==> src/rtl/ex_mem_register.sv <==
// EX/MEM pipeline boundary behind a registered ALU: realigns EX sideband, latches EX/MEM, and turns
// qualified overflow into a precise exception. Define OVF_COUNTER_EN to add the saturating ovfCount output.
module ex_mem_register #(
  parameter int         PC_W       = 32,
  parameter int         REG_ADDR_W = 5,
  parameter logic [4:0] OVF_CAUSE  = 5'd12
) (
  input  logic                  clk,
  input  logic                  rst,
  input  logic                  exValid,
  input  logic                  exRegWrite,
  input  logic                  exMemRead,
  input  logic                  exMemWrite,
  input  logic                  exOvfCheck,
  input  logic [REG_ADDR_W-1:0] exWriteReg,
  input  logic [31:0]           exStoreData,
  input  logic [PC_W-1:0]       exPC,
  input  logic [31:0]           ALUResult,
  input  logic                  overFlow,
  input  logic                  stall,
  input  logic                  flush,
  input  logic                  excAck,
  output logic                  memValid,
  output logic                  memRegWrite,
  output logic                  memMemRead,
  output logic                  memMemWrite,
  output logic [REG_ADDR_W-1:0] memWriteReg,
  output logic [31:0]           memALUResult,
  output logic [31:0]           memStoreData,
  output logic                  excReq,
  output logic [PC_W-1:0]       excEPC,
  output logic [4:0]            excCause,
  output logic                  exBlock
`ifdef OVF_COUNTER_EN
  ,
  output logic [15:0]           ovfCount
`endif
);

  typedef enum logic [0:0] {
    IDLE = 1'b0,
    PEND = 1'b1
  } state_e;

  typedef struct packed {
    logic                  valid;
    logic                  reg_write;
    logic                  mem_read;
    logic                  mem_write;
    logic                  ovf_check;
    logic [REG_ADDR_W-1:0] write_reg;
    logic [31:0]           store_data;
    logic [PC_W-1:0]       pc;
  } slot_t;

  typedef struct packed {
    logic                  valid;
    logic                  reg_write;
    logic                  mem_read;
    logic                  mem_write;
    logic [REG_ADDR_W-1:0] write_reg;
    logic [31:0]           alu_result;
    logic [31:0]           store_data;
  } mem_t;

  slot_t           ex_s;
  slot_t           a_q, a_d;
  mem_t            mem_q, mem_d;
  state_e          state_q, state_d;
  logic [PC_W-1:0] epc_q, epc_d;
  logic [4:0]      cause_q, cause_d;

  logic pend_s;
  logic ovf_s;
  logic commit_s;
  logic take_s;

  assign ex_s = {exValid, exRegWrite, exMemRead, exMemWrite, exOvfCheck,
                 exWriteReg, exStoreData, exPC};

  // The ALU flag is stale for non add/sub ops, so only trust it for trapping instructions in slot A.
  assign pend_s   = (state_q == PEND);
  assign ovf_s    = a_q.valid & a_q.ovf_check & overFlow;
  assign commit_s = a_q.valid & ~pend_s & ~ovf_s;
  assign take_s   = ovf_s & ~pend_s & ~flush & ~stall;

  // Alignment slot: holds EX sideband for one cycle so it lines up with the registered ALU output.
  always_comb begin
    a_d = a_q;
    if (flush) begin
      a_d = '0;
    end else if (!stall) begin
      a_d = ex_s;
    end else begin
      a_d = a_q;
    end
  end

  // EX/MEM register: squashes write enables on a faulting instruction and kills everything while pending.
  always_comb begin
    mem_d = mem_q;
    if (flush) begin
      mem_d = '0;
    end else if (!stall) begin
      mem_d.valid      = a_q.valid & ~pend_s;
      mem_d.reg_write  = commit_s & a_q.reg_write;
      mem_d.mem_read   = commit_s & a_q.mem_read;
      mem_d.mem_write  = commit_s & a_q.mem_write;
      mem_d.write_reg  = a_q.write_reg;
      mem_d.alu_result = ALUResult;
      mem_d.store_data = a_q.store_data;
    end else begin
      mem_d = mem_q;
    end
  end

  // Exception FSM: only an acknowledge leaves PEND; flush does not cancel it.
  always_comb begin
    state_d = state_q;
    case (state_q)
      IDLE: begin
        if (take_s) begin
          state_d = PEND;
        end else begin
          state_d = IDLE;
        end
      end
      PEND: begin
        if (excAck) begin
          state_d = IDLE;
        end else begin
          state_d = PEND;
        end
      end
      default: state_d = IDLE;
    endcase
  end

  // EPC/cause capture on the edge the faulting instruction enters MEM; frozen otherwise.
  always_comb begin
    epc_d   = epc_q;
    cause_d = cause_q;
    if (take_s) begin
      epc_d   = a_q.pc;
      cause_d = OVF_CAUSE;
    end else begin
      epc_d   = epc_q;
      cause_d = cause_q;
    end
  end

  // State registers.
  always_ff @(posedge clk or posedge rst) begin
    if (rst) begin
      a_q     <= '0;
      mem_q   <= '0;
      state_q <= IDLE;
      epc_q   <= '0;
      cause_q <= 5'd0;
    end else begin
      a_q     <= a_d;
      mem_q   <= mem_d;
      state_q <= state_d;
      epc_q   <= epc_d;
      cause_q <= cause_d;
    end
  end

`ifdef OVF_COUNTER_EN
  logic [15:0] ovf_cnt_q, ovf_cnt_d;

  // Saturating count of taken overflow exceptions.
  always_comb begin
    ovf_cnt_d = ovf_cnt_q;
    if (take_s && (ovf_cnt_q != 16'hFFFF)) begin
      ovf_cnt_d = ovf_cnt_q + 16'd1;
    end else begin
      ovf_cnt_d = ovf_cnt_q;
    end
  end

  // Counter register.
  always_ff @(posedge clk or posedge rst) begin
    if (rst) begin
      ovf_cnt_q <= 16'd0;
    end else begin
      ovf_cnt_q <= ovf_cnt_d;
    end
  end

  assign ovfCount = ovf_cnt_q;
`endif

  assign memValid     = mem_q.valid;
  assign memRegWrite  = mem_q.reg_write;
  assign memMemRead   = mem_q.mem_read;
  assign memMemWrite  = mem_q.mem_write;
  assign memWriteReg  = mem_q.write_reg;
  assign memALUResult = mem_q.alu_result;
  assign memStoreData = mem_q.store_data;
  assign excReq       = pend_s;
  assign exBlock      = pend_s;
  assign excEPC       = epc_q;
  assign excCause     = cause_q;

endmodule

==> config.mk <==
export PLATFORM = sky130hd
export DESIGN_NAME = ex_mem_register
export DESIGN_NICKNAME = d
export VERILOG_FILES = /design/src/rtl/ex_mem_register.sv
export SDC_FILE = /design/constraint.sdc
export NUM_CORES = 1
export LEC_CHECK = 0
export ABC_AREA = 1
export ABC_CLOCK_PERIOD_IN_PS = 8500
export CORE_ASPECT_RATIO = 0.75
export CORE_MARGIN = 2
export CORE_UTILIZATION = 40
export DETAILED_ROUTE_END_ITERATION = 16
export PLACE_DENSITY = 0.7
export SYNTH_ARGS = -nofsm -noshare
export SYNTH_HDL_FRONTEND = slang
export SYNTH_SLANG_ARGS = --single-unit
==> constraint.sdc <==
create_clock -name clk -period 8.5 [get_ports clk]
set_input_delay 1.275 -clock clk [delete_from_list [all_inputs] [get_ports clk]]
set_output_delay 1.275 -clock clk [all_outputs]
set_load 0.03 [all_outputs]
**Yosys cells after proc, flatten, opt, wreduce, memory -nomap -nowiden**

Cells that the tools add are included.

- Shifts and indexed selects: 0
- Bitwise logic cells: 14
- Multiply operators: 0
- Divide/modulo/power cells: 0
- Equal/unequal tests: 1
- Magnitude comparators: 0
- Reduce and logical (&&, ||, !) cells: 0
- Multiplexer cells: 7
- Add/subtract/negate cells: 0

Operators with widths:

| operator | number |
|---|---|
| 74-bit 2-to-1 mux | 2 |
| 73-bit 2-to-1 mux | 2 |
| 1-bit bitwise AND | 10 |
| 1-bit NOT | 4 |
| 1-bit 2-to-1 mux | 2 |
| 2-bit by 1-bit != test with 1-bit output (second input constant) | 1 |
| 1-bit one-hot mux with 2 select lines | 1 |

- Memories kept: 0
- Input port bits: 112
- Bits in read-only memories: 0
- Output and inout bits: 112
- Register bits: 181
- Bits in latches: 0
- RAM bits: 0
- Word-level logic and storage cells: 40

**Logic depth before layout (Yosys ltp)**

Gate-level depths: netlist (run 1).

- Depth in word-level cells: 7
- Mapped depth: 7
- Gate-level depth less buffers: 5

**Worst setup path before layout (run 1)**

OpenSTA, ideal clock, no wires.

- Path type: reg-to-output
- Start: register state_q, in the netlist exBlock
- End: output port excReq
- Cell stages (with the launch flop): 2
- Path buffers: 1
- Required time: 7.225 ns
- Data arrival time: 0.787 ns
- Slack: 6.438 ns
- Path through: dfrtp_1 buf_4

RTL lines:

| what | RTL line | RTL |
|---|---|---|
| from (decl) | 69 | `state_e state_q, state_d;` |
| from (signal assigned) | 163 | `state_q <= state_d;` |
| to (decl) | 30 | `output logic excReq,` |

No word-level cell between the ends.

**Final worst setup path (run 1)**

- Start: input port overFlow
- End: register state_q, in the netlist exBlock

- Longest elaborated chain between the ends: 6

Ends and longest elaborated chain:

| what | RTL line | RTL |
|---|---|---|
| from (decl) | 19 | `input logic overFlow,` |
| 1-bit bitwise AND | 83 | `assign ovf_s = a_q.valid & a_q.ovf_check & overFlow;` |
| 1-bit bitwise AND (3 in series) | 85 | `assign take_s = ovf_s & ~pend_s & ~flush & ~stall;` |
| 1-bit 2-to-1 mux | 122 | `if (take_s) begin` |
| 1-bit one-hot mux with 2 select lines | 120 | `case (state_q)` |
| via state_d | 69 |  |

The timed path passes the listed nets, and every way through them passes these cells.
A chain may end at the register's enable or synchronous reset.

==> metrics.txt, run 1 <==
CTS tree built; met3 GRT Util 9.43%; Pint about 1400 uW; fmax roughly 280 MHz; switching power 464 uW; RSZ-0062 raised after global routing false; Worst Clk Skew 0.00538 ns; Power Dens Cells 195 mW/mm^2; WL per Instance 14.6 um; Routed Antenna Nets 0; Post-route DRC 0; # fillers 1494; Seq/Total Area, Yosys 65.5%; vias in the first global route 5411; worst r2r src a_q[69]$_DFFE_PP0P_; Worst Path Required between 8 and 9 ns; post-synth cell types 16; Leakage roughly 0.0047 uW; Synth Register Bits 181; final setup vio count 0; final setup margin 4.93 ns; critical path class in2reg; global-route wire length before repair 27900 um; setup_tns 0 ns; die height 118 um; worst skew pair latency between 0.4 and 0.5 ns; syn_area_per_cell slightly above 9 sq um; share of cells above drive strength 1 4.30%; CTS Buffer Depth 2; Layout Nets roughly 1100; Setup Fix Bufs, Post-CTS 0; crit start category input pin; # IOs between 200 and 250; Slew @ Worst Pin 1.12 ns; WHS Path Cells 2; Routed WL between 15000 and 20000 um; worst min path class reg2reg; R2R cell count 4; final period utilization a little over two fifths; Rows 41; slew margin rel. around a quarter; HPWL after detailed placement 10800 um; hold_buf cts 0; drt initial violations 480; DR pass1 iterations 5; Min Hold Slack 0.469 ns; initial antenna violation count 0; Core ar. 0.0169 sq mm; port buffer count 220; Layout area overhead 41.2%; total CTS buffers 17; endpoint class of the critical path register; maximum vdd drop 0.113 mV; Max-Cap Viols 0; # H-tree levels 4; DIE AREA 0.0184 sq mm; total track usage about a fifth; Synth Cell Area 0.00692 sq mm; Placement Setup Slack 4.52 ns; GPL Wtd Cong about 0.76; synth warn 0; Worst Hold Path EP memALUResult[18]$_DFFE_PP0P_; Comb pwr share 11.7%; via density per instance ~4.7; min-delay src memALUResult[18]$_DFFE_PP0P_; reg2reg end exBlock$_DFF_PP0_; gr ovfl total 0; Clock Sinks 181; GRT Max-Usage Layer met2; # resized after CTS 0; fin. max-slew vios 0; sequential share of power about half; Final Hold Viols 0; met2 Usage GRT 29.1%; ANT cells 0; minimum clock period 3.57 ns; most frequent cells in the layout 354 x nand2_1, 220 x clkdlybuf4s50_1, 181 x dfrtp_1; Clock power frac ~40%; outcome complete, no violations; sw frac around a quarter; R2R setup slack 5.82 ns; Arr. time, crit path 3.82 ns; CTS clock-pin slew for the worst setup and hold paths about 0.060 ns; pin count of the biggest net entering global routing 102; vias 5532; most common cell after layout, fill and taps aside nand2_1; Initial Util between 40% and 50%; Clock Tree Root clkbuf_16; Max FO, Critical Path 34; Gate Count Post-Synth between 700 and 800; met1 usage in global routing 25.3%; Die W roughly 160 um
## power groups by stage
stage | sequential [uW] | combinational, uW | clock (uW)
after CTS | 919 | 226 | 778
after global placement | 934 | 222 | 0
final | 919 | 221 | 760
after detailed placement | 934 | 225 | 0
after floorplan | 971 | 73.0 | 0
after global routing | 923 | 242 | 820
## synthesized netlist by cell type, drive strengths merged
master  instances  area share (%)
buf            35             2.9
nand3           1            0.14
dfrtp         181              65
clkinv          1           0.054
conb            1           0.054
nand4          35             3.2
clkbuf         13            0.71
nor2            3            0.42
nand2         354              19
o21ai          76             5.5
inv            44             2.4
## worst max-delay path by stage
stage | cells past startpoint | slack [ns] | endpoint | from
final | 5 | 4.93 | exBlock$_DFF_PP0_ | overFlow
after floorplan | 1 | 2.31 | a_q[0]$_DFFE_PP0P_ | rst
after CTS | 5 | 4.94 | exBlock$_DFF_PP0_ | overFlow
after global placement | 5 | 4.57 | exBlock$_DFF_PP0_ | overFlow
after detailed placement | 5 | 4.52 | exBlock$_DFF_PP0_ | overFlow
after global routing | 5 | 4.73 | exBlock$_DFF_PP0_ | overFlow
## layer usage
metal  vias up  part of all wire [%]
met1      2635                    44
li1       2713                     -
met4         0                  0.46
met2       173                    45
met3        11                   9.7
met5         -                     0
## cell families after synthesis
family	count (synthesis)	synth area share (%)
AOI/OAI and AO/OA	76	5.50
DFF	181	65.5
buffers and inverters	93	6.06
other	1	0.0542
and+or+nand+nor	393	22.9
## layout make-up
type,instances,area (sq um),share of cell area [%]
Clock buffer,24,502,5.14
Clock inverter,7,71.3,0.730
Inverter,45,174,1.78
Multi-Input combinational cell,472,1980,20.3
Sequential cell,181,4530,46.4
Tap cell,215,269,2.75
Timing Repair Buffer,225,2240,22.9
## registers in the layout (all words and copies together) (netlist names)
signal	cells
memMemWrite	1
a_q	74
memRegWrite	1
memWriteReg	5
excCause	1
memStoreData	32
excEPC	32
exBlock	1
memValid	1
memMemRead	1
memALUResult	32
## critical path, stage by stage
cell	delay (ns)
clkdlybuf4s50_1	0.40
nand2_1	0.14
clkinv_1	0.82
nand3_2	0.97
o21ai_0	0.18
## metrics by stage
| stage | util, % | cell area [sq um] | total power, uW | std cells |
|---|---|---|---|---|
| after CTS | 57.9 | 9770 | 1920 | 1169 |
| after detailed placement | 54.5 | 9200 | 1160 | 1138 |
| after floorplan | - | 6930 | 1040 | 746 |
| after global placement | 54.5 | 9200 | 1160 | 1138 |
| final | 57.9 | 9770 | 1900 | 1169 |
| after global routing | 57.9 | 9770 | 1990 | 1169 |
Note: power is estimated with default switching activity, not from simulation.
==> run 2: changes to the inputs <==
--- a/config.mk
+++ b/config.mk
@@ -6,7 +6,7 @@
 export NUM_CORES = 1
 export LEC_CHECK = 0
 export ABC_AREA = 1
-export ABC_CLOCK_PERIOD_IN_PS = 8500
+export ABC_CLOCK_PERIOD_IN_PS = 3590
 export CORE_ASPECT_RATIO = 0.75
 export CORE_MARGIN = 2
 export CORE_UTILIZATION = 40
==> constraint.sdc (replaced) <==
create_clock -name clk -period 3.59 [get_ports clk]
set_input_delay 0.5385 -clock clk [delete_from_list [all_inputs] [get_ports clk]]
set_output_delay 0.5385 -clock clk [all_outputs]
set_load 0.03 [all_outputs]
==> metrics.txt, run 2 (synthesis results as in run 1) <==
outcome complete, no violations; GPL Wtd Cong between 0.7 and 0.8; final period utilization 59.2%; vias 5493; Post-route DRC 0; fmax 470 MHz; HPWL after detailed placement around 11000 um; Power Dens Cells 462 mW/mm^2; Final Hold Viols 0; worst min path class reg2reg; worst r2r src a_q[69]$_DFFE_PP0P_; Worst Clk Skew 0.00866 ns; setup_tns 0 ns; min-delay src memALUResult[27]$_DFFE_PP0P_; Finished Cell Area 0.00985 sq mm; # H-tree levels 4; share of cells above drive strength 1 5.10%; # IOs 224; most frequent cells in the layout 354 x nand2_1, 220 x clkdlybuf4s50_1, 181 x dfrtp_1; endpoint class of the critical path primary output; Slew @ Worst Pin 1.14 ns; final setup vio count 0; Routed Antenna Nets 0; minimum clock period 2.13 ns; Leakage between 0.004 and 0.005 uW; Rows 41; total track usage 19.4%; port buffer count 220; Arr. time, crit path ~1.6 ns; global-route wire length before repair 28200 um; initial antenna violation count 0; gr ovfl total 0; CP max stage cell clkdlybuf4s50_1; worst skew pair latency 0.43 ns; CP peak stage delay 0.71 ns; Die W between 150 and 200 um; Bufs and invs on worst path 1; total power about 4500 uW; hold_buf cts 0; Initial Util 41.0%; via density per instance 4.67; RSZ-0062 raised after global routing false; WL per Instance 14.5 um; Worst Path Required 3.05 ns; CP cell instances clkdlybuf4s50_1; Layout Utilization roughly three fifths; largest reg by FF count a_q; Max FO, Critical Path 4; number of flip-flops in the largest register 74; DIE AREA approximately 0.018 sq mm; Crit. Startpoint exBlock$_DFF_PP0_; CTS Buffer Depth 2; drt initial violations 467; vias in the first global route 5385; Core ar. about 0.017 sq mm; crit-path leading delay family buffers and inverters; crit start category register; Routed WL around 17000 um; slew margin rel. 24.2%; Clock Tree Root clkbuf_16; Layout area overhead 42.4%; DR pass1 iterations 5; maximum vdd drop 0.274 mV; # fillers 1455; pin count of the biggest net entering global routing 110; total CTS buffers 17; critical path class reg2out; most common cell after layout, fill and taps aside nand2_1; Clock Sinks 181; CTS tree built; # resized after CTS 0; Layout Nets approximately 1100; Max-Cap Viols 0; Setup Fix Bufs, Post-CTS 0; placed cell area 0.00927 sq mm; fin. max-slew vios 0; CTS clock-pin slew for the worst setup and hold paths around 0.070 ns; die height around 120 um; ANT cells 0
[run 2: cell count changes in the layout (fill, tap and decap cells not counted), moves of 2 or more]
cell | before | now
clkbuf_1 | 2 | 0
clkinv_4 | 4 | 1
buf_12 | 0 | 3
inv_6 | 0 | 2
clkinvlp_4 | 0 | 2
clkbuf_8 | 5 | 2
buf_4 | 5 | 7
clkinv_2 | 3 | 7
[run 2: final cells by class]
type | count | area [sq um] | share of cell area (%)
Timing Repair Buffer | 230 | 2310 | 23.5
Multi-Input combinational cell | 472 | 1980 | 20.1
Clock buffer | 19 | 453 | 4.60
Inverter | 45 | 173 | 1.75
Sequential cell | 181 | 4530 | 46.0
Tap cell | 215 | 269 | 2.73
Clock inverter | 13 | 129 | 1.31
[run 2: routing by layer]
metal  vias to the layer above  global-route usage [%]  part of all wire, %
li1                       2726                       -                    -
met1                      2572                    26.4                   45
met2                       184                    28.6                   45
met3                        11                    8.32                  9.5
met4                         0                    5.10                 0.61
met5                         -                       0                    0
[run 2: path summary, 6_finish.rpt]
check | endpoint | slack, ns | cells past startpoint
hold / removal | memALUResult[27]$_DFFE_PP0P_ | 0.47 | 2
setup / recovery | exBlock | 1.46 | 1
max in group asynchronous | memWriteReg[0]$_DFFE_PP0P_ | 2.28 | 3
setup reg to reg | exBlock$_DFF_PP0_ | 2.05 | 5
min in group asynchronous | excEPC[20]$_DFFE_PP0P_ | 0.51 | 2
hold reg to reg | memALUResult[27]$_DFFE_PP0P_ | 0.47 | 2
[run 2: worst min-delay path, delay by kind of cell (launching register included)]
| family | cells | cell delay (ns) |
|---|---|---|
| flip-flops | 1 | 0.34 |
| AND/OR/NAND/NOR | 2 | 0.10 |
[run 2: through the flow]
step	cells	setup WS [ns]	hold slack [ns]
finish	1175	1.46	0.469
global route	1175	1.41	0.488
CTS	1175	1.45	0.475
detailed placement	1143	1.11	0.458
global placement	1143	1.15	0.453
floorplan	746	0.729	0.442
[run 2: report_power, final]
group / internal, uW / switching (uW)
sequential: 2130 / 43.2
combinational: 232 / 301
clock: 1060 / 783
